### src/rtl/key_scan_ctrl_if.sv
// Key scanner signal bundle: mode/raw keys in, tick, events, toggles and busy out.
interface key_scan_ctrl_if #(
   parameter int N_KEYS = 4
);
   logic [1:0]        MODE;
   logic [N_KEYS-1:0] S_IN;
   logic              CE_OUT;
   logic [N_KEYS-1:0] KEY_OUT;
   logic [N_KEYS-1:0] TOGGLE;
   logic              BUSY;

   modport master (
      output MODE, S_IN,
      input  CE_OUT, KEY_OUT, TOGGLE, BUSY
   );

   modport slave (
      input  MODE, S_IN,
      output CE_OUT, KEY_OUT, TOGGLE, BUSY
   );
endinterface

### src/rtl/key_scan_ctrl.sv
// Debounced key scanner: prescaled sampling tick, per-key shift debounce and a
// single-owner FSM providing single, toggle, repeat and delayed-repeat events.
module key_scan_ctrl #(
   parameter int N_KEYS = 4,
   parameter int PRESC  = 1000,
   parameter int L_BIT  = 4,
   parameter int DELAY  = 8,
   parameter int RATE   = 3
) (
   input logic            CLK,
   input logic            CLR,
   key_scan_ctrl_if.slave bus
);
   localparam int PW   = $clog2(PRESC);
   localparam int OW   = $clog2(N_KEYS);
   localparam int MAXT = (DELAY > RATE) ? DELAY : RATE;
   localparam int CW   = $clog2(MAXT + 1);

   typedef enum logic [1:0] {IDLE, HELD, WAIT, REPEAT} state_t;

   state_t                       state;
   logic [PW-1:0]                presc_cnt;
   logic [CW-1:0]                tick_cnt;
   logic [N_KEYS-1:0][L_BIT-1:0] shreg;
   logic [N_KEYS-1:0][L_BIT-1:0] shreg_next;
   logic [N_KEYS-1:0]            held_next;
   logic [N_KEYS-1:0]            held_prev;
   logic [N_KEYS-1:0]            press;
   logic [OW-1:0]                owner;
   logic [OW-1:0]                grant_idx;
   logic [N_KEYS-1:0]            key_out;
   logic [N_KEYS-1:0]            toggle;
   logic                         ce;

   assign ce = (presc_cnt == PW'(PRESC - 1));

   // held_next is the debounced level this tick will commit; only meaningful when ce is high.
   // NOTE: grant_idx is defaulted before the priority loop so no latch is inferred.
   always_comb begin
      grant_idx = '0;
      for (int k = 0; k < N_KEYS; k++) begin
         shreg_next[k] = {shreg[k][L_BIT-2:0], bus.S_IN[k]};
         held_next[k]  = &shreg_next[k];
         held_prev[k]  = &shreg[k];
      end
      press = held_next & ~held_prev;
      for (int k = N_KEYS - 1; k >= 0; k--) begin
         if (press[k]) grant_idx = OW'(k);
      end
   end

   always_ff @(posedge CLK) begin
      if (CLR) begin
         // NOTE: the debounce array is a bank of plain flops, so it is cleared with everything else.
         state     <= IDLE;
         presc_cnt <= '0;
         tick_cnt  <= '0;
         shreg     <= '0;
         owner     <= '0;
         key_out   <= '0;
         toggle    <= '0;
      end else begin
         // NOTE: non-blocking throughout; the default low makes every key_out pulse one CLK wide.
         key_out   <= '0;
         presc_cnt <= ce ? '0 : presc_cnt + 1'b1;
         if (ce) begin
            shreg <= shreg_next;
            if (state == IDLE) begin
               if (|press) begin
                  owner              <= grant_idx;
                  key_out[grant_idx] <= 1'b1;
                  tick_cnt           <= '0;
                  case (bus.MODE)
                     2'b00: state <= HELD;
                     2'b01: begin
                        toggle[grant_idx] <= ~toggle[grant_idx];
                        state             <= HELD;
                     end
                     2'b10:   state <= REPEAT;
                     default: state <= WAIT;
                  endcase
               end
            end else if (!held_next[owner]) begin
               // Release wins over a repeat falling due on the same tick.
               state    <= IDLE;
               tick_cnt <= '0;
            end else if (state == WAIT) begin
               if (tick_cnt == CW'(DELAY - 1)) begin
                  key_out[owner] <= 1'b1;
                  tick_cnt       <= '0;
                  state          <= REPEAT;
               end else begin
                  tick_cnt <= tick_cnt + 1'b1;
               end
            end else if (state == REPEAT) begin
               if (tick_cnt == CW'(RATE - 1)) begin
                  key_out[owner] <= 1'b1;
                  tick_cnt       <= '0;
               end else begin
                  tick_cnt <= tick_cnt + 1'b1;
               end
            end
         end
      end
   end

   assign bus.CE_OUT  = ce;
   assign bus.KEY_OUT = key_out;
   assign bus.TOGGLE  = toggle;
   assign bus.BUSY    = (state != IDLE);
endmodule

### src/flat_wrapper.sv
// flat-port wrapper written by rule: the top's interface ports become plain ports
module key_scan_ctrl_flat 
#(
   parameter int N_KEYS = 4,
   parameter int PRESC  = 1000,
   parameter int L_BIT  = 4,
   parameter int DELAY  = 8,
   parameter int RATE   = 3
)
  (CLK, CLR, bus_MODE, bus_S_IN, bus_CE_OUT, bus_KEY_OUT, bus_TOGGLE, bus_BUSY);
  key_scan_ctrl_if #(.N_KEYS(N_KEYS)) bus_i ();
  input logic CLK;
  input logic CLR;
  input wire logic [$bits(bus_i.MODE)-1:0] bus_MODE;
  input wire logic [$bits(bus_i.S_IN)-1:0] bus_S_IN;
  output wire logic [$bits(bus_i.CE_OUT)-1:0] bus_CE_OUT;
  output wire logic [$bits(bus_i.KEY_OUT)-1:0] bus_KEY_OUT;
  output wire logic [$bits(bus_i.TOGGLE)-1:0] bus_TOGGLE;
  output wire logic [$bits(bus_i.BUSY)-1:0] bus_BUSY;
  assign bus_i.MODE = bus_MODE;
  assign bus_i.S_IN = bus_S_IN;
  assign bus_CE_OUT = bus_i.CE_OUT;
  assign bus_KEY_OUT = bus_i.KEY_OUT;
  assign bus_TOGGLE = bus_i.TOGGLE;
  assign bus_BUSY = bus_i.BUSY;
  key_scan_ctrl #(.N_KEYS(N_KEYS), .PRESC(PRESC), .L_BIT(L_BIT), .DELAY(DELAY), .RATE(RATE)) u_core (.CLK(CLK), .CLR(CLR), .bus(bus_i));
endmodule
### config.mk
export PLATFORM = sky130hd
export DESIGN_NAME = key_scan_ctrl_flat
export DESIGN_NICKNAME = d
export VERILOG_FILES = /design/src/rtl/key_scan_ctrl_if.sv /design/src/rtl/key_scan_ctrl.sv /design/src/flat_wrapper.sv
export SDC_FILE = /design/constraint.sdc
export NUM_CORES = 1
export LEC_CHECK = 0
export ABC_AREA = 1
export BUFFER_PORTS_ARGS = -buffer_cell sky130_fd_sc_hd__buf_2
export CORE_UTILIZATION = 54
export DETAILED_ROUTE_END_ITERATION = 12
export PLACE_DENSITY_LB_ADDON = 0.05
export SLEW_MARGIN = 20
export SYNTH_ARGS = -nofsm -noshare
export SYNTH_HDL_FRONTEND = slang
export SYNTH_SLANG_ARGS = --single-unit
### constraint.sdc
create_clock -name CLK -period 2 [get_ports CLK]
set_clock_uncertainty 0.05 [all_clocks]
set_input_delay 0.5 -clock CLK [delete_from_list [all_inputs] [get_ports CLK]]
set_output_delay 0.5 -clock CLK [all_outputs]
set_load 0.01 [all_outputs]
# Word level (Yosys, flattened, before mapping)
# Index checks and enable logic that the tools add are counted.
# classes
n_addsub,2
mux,33
order_cmp,4
n_eq_ne,11
reduce_logical,21
bitwise_logic,4
# op_table
op,n
$mux 4,14
$reduce_and 4->1,10
$mux 2,9
$add 10x1->10 const B,1
$eq 10x10->1 const B,1
$eq 2x2->1 const B,3
$lt 2x3->1 const B,2
$ne 3x2->1 const B,2
$reduce_and 3->1,2
$reduce_or 2->1,3
$add 4x1->4 const B,1
$and 4x4->4,1
$bmux 1 s2,2
$bwmux 4,1
$demux 1 s2,2
$eq 4x2->1 const B,1
$eq 4x3->1 const B,1
$ge 2x1->1 const B,2
$logic_not 2->1,2
$mux 1,4
$ne 4x3->1 const B,1
$not 4->4,1
$pmux 2 s2,1
$reduce_or 4->1,1
5 further kinds,7
# totals
input_bits,8
reg_bits,42
wordCells,85

# Depth between registers and ports, before layout
# Gate-level depths: netlist of run 1.
# depth
word_depth,13
depth_mapped,12
ltp_nobuf,12

# Worst setup path before layout of run 1
# Ideal clock, no wire load.
# synth_path
path_kind,register -> output
startpoint,reg u_core.presc_cnt[0]
endpoint,out bus_CE_OUT
path_slack_ns,0.452
arrival_ns,0.998
path_stages_with_launch,7
required_time_ns,1.450
cell_sequence,dfxtp_1 ha_1 nand2_1 inv_2 nand4_1 nor2_2 buf_6
# synth_between
elab_chain_len,1
# synth_lines
element,line_no,text
start: declaration,key_scan_ctrl.sv:22,logic [PW-1:0] presc_cnt;
start signal: assignment,key_scan_ctrl.sv:65,presc_cnt <= ce ? '0 : presc_cnt + 1'b1;
$eq 10x10->1,key_scan_ctrl.sv:35,assign ce = (presc_cnt == PW'(PRESC - 1));
end: declaration,flat_wrapper.sv:16,output wire logic [$bits(bus_i.CE_OUT)-1:0] bus_CE_OUT;
# Every way passes these cells.

# Final worst setup path of run 1
# Same ends and word-level chain as after synthesis.

==> impl_results.md, run 1 <==
* Via count of the first global-routing pass at 1791
* Tcrit/Tclk final at 95.0%
* Synth-to-Final Area Change at 12.6%
* Worst setup path class: reg2out
* Number of search-and-repair iterations in the first detailed-routing pass at 4
* Fin. max-slew vios at 0
* Clock net sink count at 42
* Aggregate global-route resource usage at 23.0%
* FP Rows at 22
* Worst Path Arrival at 1.35 ns
* Worst path required time at 1.45 ns
* Number of H-tree levels at 2
* Highest Clock Rate at 0.526 GHz
* CTS Buffer Depth at 2
* Endpoint class of the critical path: output pin
* Total power density per cell area at 642 mW/mm²
* Library cell used as clock root buffer: clkbuf_8
* Avg Vias per Cell at 4.98
* Max rail drop VDD at 0.511 mV
* Maximum capacitance violations at 0
* Count of input and output buffers at 17
* Height of the chip at 65.1 µm
* Initial Utilization at 57.5%
* Placer Congestion at 0.959
* DR iter-0 viols at 103
* TritonCTS Buffers at 5
* Largest net degree at the start of global routing at 27
* Leakage power of the design at 0.993 nW
* Final setup violation count at 0
* Outcome: complete, no violations
* Most frequent cell after synthesis: nand2_1
* Clock edge transition at the registers on the reported setup and hold paths at 0.08 ns
* Primary FF master, synth: dfxtp_1
* Boundary Pins at 18
* Remaining antenna violation count at 0
* Number of warning messages in the yosys log at 0
* Post-synth top area share at 39.1%
* Max-Slew Margin vs Limit at 68.5%
* Minimum clock period at 1.90 ns
* Dominant cells by area after synthesis: dfxtp_1 (39%), nand2_1 (11%), inv_1 (8.7%)
* Proportion of layout cells with a drive suffix above 1 at 19.3%
* Post-layout util at 64.7%
* Diode count at 0
* Clock tree from TritonCTS: yes
* Layout net count at 341
* Flip-flop and latch count after synthesis at 42
* Placeable Area at 0.00374 mm²
* WL/cell at 11.0 µm
* Final total power at 0.00155 W
* Synth unique cells at 33
* DRT Wirelength at 4.17 mm
* Final Worst Setup Slack at 0.0998 ns
* Number of enable flip-flop cells after synthesis at 0
* Hold Crit Class: in2reg
* DPL Wire Length at 3.16 mm
* Synth Net Count at 317
* Mean instance size in the synthesized netlist at 7.03 µm²
* Critical Path Source Type: flip-flop
* Total via count in the routed design at 1889
* Commonest cells in the synthesized netlist: nand2_1 (65), inv_1 (50), dfxtp_1 (42), nor2_1 (41), nand3_1 (16)
* Fraction of the yosys area taken by sequential cells at 39.1%
* DIE AREA at 0.00424 mm²
* Number of remaining DRC errors at 0
* Share of synthesized flip-flops with an asynchronous set or reset at 0%
* Global-route wire length before repair at 7.65 mm
* Cell count after synthesis at 306
* Actual slew at the worst max-slew pin at 0.471 ns
* Most area-hungry cell type in the Yosys netlist: dfxtp_1
* Hold bufs inserted after CTS at 0
* Setup WS pre-CTS at 0.245 ns
* Final hold viol count at 0
* Clock Latency Late Sink at 0.29 ns
* Total grt overflow at 0
* Antenna violations before repair at 0
* Die width at 65.1 µm
* Total standard cell area after synthesis at 0.00215 mm²
* Crit Path Max Fanout at 3
## critical path: stages (launching register included)
cell,delay (ns)
dfxtp_2,0.34
ha_2,0.19
nand2_2,0.06
inv_2,0.08
nand4_1,0.12
nor2_4,0.15
buf_6,0.12
## cells in the final DEF, fill, tap and decap left out, drive strengths merged
cell,count
dfxtp,42
buf,23
o21a,1
inv,53
and3,2
clkbuf,5
xor2,2
bufinv,1
ha,3
nor2,50
o21bai,1
a22oi,2
o21ai,8
nand3b,1
a21oi,15
nand2,74
o22ai,12
nand4,8
nand3,16
nor3b,2
nor3,8
clkinv,1
o211ai,1
## where the power goes
part           internal (W)  switching (W)
Sequential         0.000841     0.00000349
Clock              0.000374       0.000293
Combinational     0.0000157      0.0000269
Total               0.00123       0.000323
## registers in the layout, summed over array words and instances, names as in the netlist
signal              cells
u_core.shreg           16
u_core.presc_cnt       10
u_core.bus.KEY_OUT      4
u_core.bus.TOGGLE       4
u_core.tick_cnt         4
u_core.owner            2
u_core.state            2
## layout make-up
type	instances	area (µm²)
Timing Repair Buffer	23	136
Fill cell	348	1320
Tap cell	48	60.1
Sequential cell	42	843
Clock buffer	5	68.8
Inverter	52	195
Clock inverter	3	43.8
Multi-Input combinational cell	206	1070
## stage by stage
step / hold slack [ns] / TNS (ns) / cells / cell area (µm²)
finish: 0.343 / 0 / 379 / 2420
global route: 0.348 / -0.00108 / 379 / 2420
CTS: 0.334 / 0 / 378 / 2400
detailed placement: 0.405 / 0 / 369 / 2280
global placement: 0.377 / 0 / 369 / 2280
floorplan: 0.367 / 0 / 306 / 2150
## worst paths after layout
check                      startpoint                    to  slack (ns)  cells after the start
setup / recovery  u_core.presc_cnt[0]            bus_CE_OUT         0.1                      6
setup reg to reg  u_core.presc_cnt[0]  u_core.bus.TOGGLE[0]        0.23                     12
hold / removal                    CLR       u_core.state[0]        0.34                      2
hold reg to reg      u_core.shreg[11]      u_core.shreg[11]        0.43                      2
## per-layer routing
| layer | share of wire [%] | GRT usage [%] | vias to the layer above |
|---|---|---|---|
| li1 | - | - | 1017 |
| met3 | 2.3 | 5.21 | 7 |
| met5 | 0 | 0 | - |
| met2 | 47 | 38.2 | 15 |
| met1 | 49 | 29.5 | 850 |
| met4 | 0.91 | 7.34 | 0 |
## kinds of logic (layout without fill, tap and decap cells)
| family | count (synthesis) | count (layout) | share of synthesized area (%) |
|---|---|---|---|
| buffers and inverters | 58 | 83 | 11.4 |
| adders and majority gates | 3 | 3 | 1.75 |
| xor gates and xnor gates | 2 | 2 | 0.815 |
| DFF | 42 | 42 | 39.1 |
| and+or+nand+nor | 161 | 161 | 35.2 |
| AOI/OAI and AO/OA | 40 | 40 | 11.8 |
## repair_timing
item                                    4_1_cts  5_1_grt
endpoints found under the setup margin        1        2
gates resized for setup                       2        4
setup buffers                                 1        1
pin swaps                                     1        1
gates cloned                                  0        0
(Power assumes the default switching activity.)
==> run 2: changes to the inputs <==
--- a/config.mk
+++ b/config.mk
@@ -5,7 +5,6 @@
 export SDC_FILE = /design/constraint.sdc
 export NUM_CORES = 1
 export LEC_CHECK = 0
-export ABC_AREA = 1
 export BUFFER_PORTS_ARGS = -buffer_cell sky130_fd_sc_hd__buf_2
 export CORE_UTILIZATION = 54
 export DETAILED_ROUTE_END_ITERATION = 12
==> run 2 against run 1 <==
Flip-flop and latch count is the same. Synthesized cell count shrank 22%. Highest routed layer unchanged. Register-to-register slack lost 0.03 ns. Sequential share of layout area grew 1.5 points. Count of clock-buffer cells in the layout grew 2. Non-clock buffer count grew 3. Hold slack gained 0.052 ns. Maximum frequency shrank 2.0%. Clock power shrank 16%. Die area shrank 3.5%. Via count shrank 9.5%. Utilization shrank 0.83 points.
==> impl_results.md, run 2 <==
* Outcome: complete, no violations
* Avg Vias per Cell at 5.50
* Total standard cell area after synthesis at 0.00207 mm²
* Cell family with most CP delay: flip-flops
* Remaining antenna violation count at 0
* Height of the chip at 63.9 µm
* Register name with the most flops: u_core.shreg
* Part of the total power dissipated in combinational logic at 2.9%
* Most frequent cells in the layout: nand2_1 (40), dfxtp_1 (40), a21oi_1 (23), nor2_1 (20), buf_2 (17)
* Max-Slew Margin vs Limit at 70.8%
* TritonCTS Buffers at 5
* Final setup violation count at 0
* Worst Path Arrival at 1.39 ns
* Sequential group share of total power at 58.5%
* Total grt overflow at 0
* Setup repair after global routing missed its margin: no
* Clock net sink count at 42
* Synth-to-Final Area Change at 12.9%
* Aggregate global-route resource usage at 22.2%
* Sum of buffers and inverters on the critical path at 2
* Hold bufs inserted after CTS at 0
* Layout net count at 273
* Worst path cell trace: ha_4, and4bb_4, nand3_4, inv_2, buf_2
* Sum Neg Setup Slack at 0 ns
* Number of enable flip-flop cells after synthesis at 0
* Worst path required time at 1.45 ns
* Largest registers in the final layout: u_core.shreg: 16 flops, u_core.presc_cnt: 10 flops
* Most area-hungry cell type in the Yosys netlist: dfxtp_1
* Number of flip-flops in the largest register at 16
* Initial Utilization at 56.6%
* Max rail drop VDD at 0.407 mV
* CTS Buffer Depth at 2
* Clock Latency Late Sink at 0.29 ns
* Clock network power share at 38.6%
* DR iter-0 viols at 86
* DPL Wire Length at 2.93 mm
* Crit Path Max Fanout at 6
* Total via count in the routed design at 1710
* Highest Clock Rate at 0.515 GHz
* Clock tree from TritonCTS: yes
* Final Instance Area at 0.00234 mm²
* Switching power total at 0.000314 W
* Worst setup path class: reg2out
* Clock edge transition at the registers on the reported setup and hold paths at 0.07 ns
* Antenna violations before repair at 0
* Most frequent cell after synthesis: dfxtp_1
* Count of input and output buffers at 17
* Maximum capacitance violations at 0
* Max stage delay on crit path at 0.37 ns
* Placer Congestion at 0.811
* Fraction of the yosys area taken by sequential cells at 40.6%
* Global-route wire length before repair at 7.12 mm
* Share of synthesized flip-flops with an asynchronous set or reset at 0%
* Proportion of layout cells with a drive suffix above 1 at 21.7%
* Number of warning messages in the yosys log at 0
* Flip-flop and latch count after synthesis at 42
* P_int at 0.00113 W
* Placed inst area at 0.00219 mm²
* Placeable Area at 0.00366 mm²
* Post-synth top area share at 40.6%
* Synth unique cells at 54
* Tcrit/Tclk final at 97.0%
* Primary FF master, synth: dfxtp_1
* Library cell used as clock root buffer: clkbuf_8
* Diode count at 0
* Die width at 63.9 µm
* Cell at the slowest stage of the critical path: dfxtp_4
* Actual slew at the worst max-slew pin at 0.437 ns
* Number of remaining DRC errors at 0
* Mean instance size in the synthesized netlist at 8.67 µm²
* Setup slack of the worst register-to-register path at 0.20 ns
* Fin. max-slew vios at 0
* FP Rows at 22
* Total power density per cell area at 619 mW/mm²
* Number of H-tree levels at 2
* DIE AREA at 0.00409 mm²
* Commonest cells in the synthesized netlist: dfxtp_1 (42), nand2_1 (40), a21oi_1 (23), nor2_1 (20), inv_1 (9)
* DRT Wirelength at 4.11 mm
* WL/cell at 13.2 µm
* Minimum clock period at 1.94 ns
* Number of search-and-repair iterations in the first detailed-routing pass at 4
* Endpoint class of the critical path: output pin
* Hold Crit Class: reg2reg
* Largest net degree at the start of global routing at 21
* Via count of the first global-routing pass at 1582
* Dominant cells by area after synthesis: dfxtp_1 (41%), nand2_1 (7.2%), a21oi_1 (5.6%)
* Switching part of the total at 21.7%
* Cell count after synthesis at 239
* Final hold viol count at 0
* Boundary Pins at 18
* Synth Net Count at 250
* Critical Path Source Type: flip-flop
* Leakage power of the design at 0.861 nW
[run 2: changes by cell type after synthesis, sizes merged, moves of 5 or more]
cell   previous run  this run
nand3            16         7
inv              52        10
nand2            74        40
and4              0         5
nor2             50        21
a21oi            15        23
xnor2             0         7
o22ai            12         4
[run 2: kinds of logic (layout without fill, tap and decap cells)]
logic type | Yosys count | in the layout | share of synthesized area [%]
xor gates and xnor gates | 10 | 10 | 4.23
muxes | 3 | 3 | 1.51
adders and majority gates | 3 | 3 | 1.81
buffers and inverters | 20 | 44 | 4.59
AOI/OAI and AO/OA | 52 | 52 | 17.0
and+or+nand+nor | 109 | 109 | 30.3
DFF | 42 | 42 | 40.6
[run 2: layout make-up]
cell class / instances / area, µm²
Fill cell: 333 / 1320
Multi-Input combinational cell: 177 / 1150
Sequential cell: 42 / 848
Timing Repair Buffer: 26 / 153
Clock buffer: 7 / 86.3
Tap cell: 48 / 60.1
Inverter: 10 / 37.5
Clock inverter: 1 / 5.00
[run 2: path summary, 6_finish.rpt]
path / cells after the start / endpoint / startpoint
max: 5 / bus_CE_OUT / u_core.presc_cnt[1]
min: 1 / u_core.presc_cnt[0] / u_core.presc_cnt[0]
max reg2reg: 7 / u_core.bus.KEY_OUT[3] / u_core.tick_cnt[0]
min reg2reg: 1 / u_core.presc_cnt[0] / u_core.presc_cnt[0]
[run 2: layer usage]
layer / vias to the layer above / wire length [µm] / track usage [%]
met5: - / 0 / 0
met4: 0 / 46 / 7.10
met3: 6 / 151 / 5.00
met2: 30 / 1840 / 35.1
met1: 789 / 2070 / 29.8
li1: 885 / - / -
[run 2: through the flow]
step / worst slack [ns] / power (W) / instances / hold WS, ns / utilization [%]
after floorplan: 0.232 / 0.000887 / 239 / 0.380 / -
after global placement: 0.122 / 0.000905 / 298 / 0.395 / 59.8
after detailed placement: 0.0873 / 0.000905 / 298 / 0.405 / 59.8
after CTS: 0.0263 / 0.00146 / 308 / 0.408 / 63.1
after global routing: 0.00543 / 0.00151 / 311 / 0.416 / 63.9
final: 0.0601 / 0.00145 / 311 / 0.395 / 63.9
[run 2: power groups by stage]
| stage | clock, W | combinational (W) | sequential (W) |
|---|---|---|---|
| detailed placement | 0 | 0.0000404 | 0.000865 |
| global route | 0.000613 | 0.0000483 | 0.000848 |
| global placement | 0 | 0.0000399 | 0.000865 |
| CTS | 0.000574 | 0.0000422 | 0.000848 |
| floorplan | 0 | 0.0000228 | 0.000864 |
| finish | 0.000559 | 0.0000421 | 0.000847 |
[run 2: timing repair]
action,CTS,global route
pin swaps,1,0
setup endpoints to repair,1,1
buffers inserted,2,3
gates resized for setup,4,2
[run 2: worst reg2reg max path, cell delays in order, from the launching register on]
cell and delay (ns):
dfxtp_1 0.41, inv_1 0.06, ha_1 0.21, and3b_1 0.19, o21ai_2 0.26, nor3_2 0.07, and4_1 0.23, a22o_1 0.22
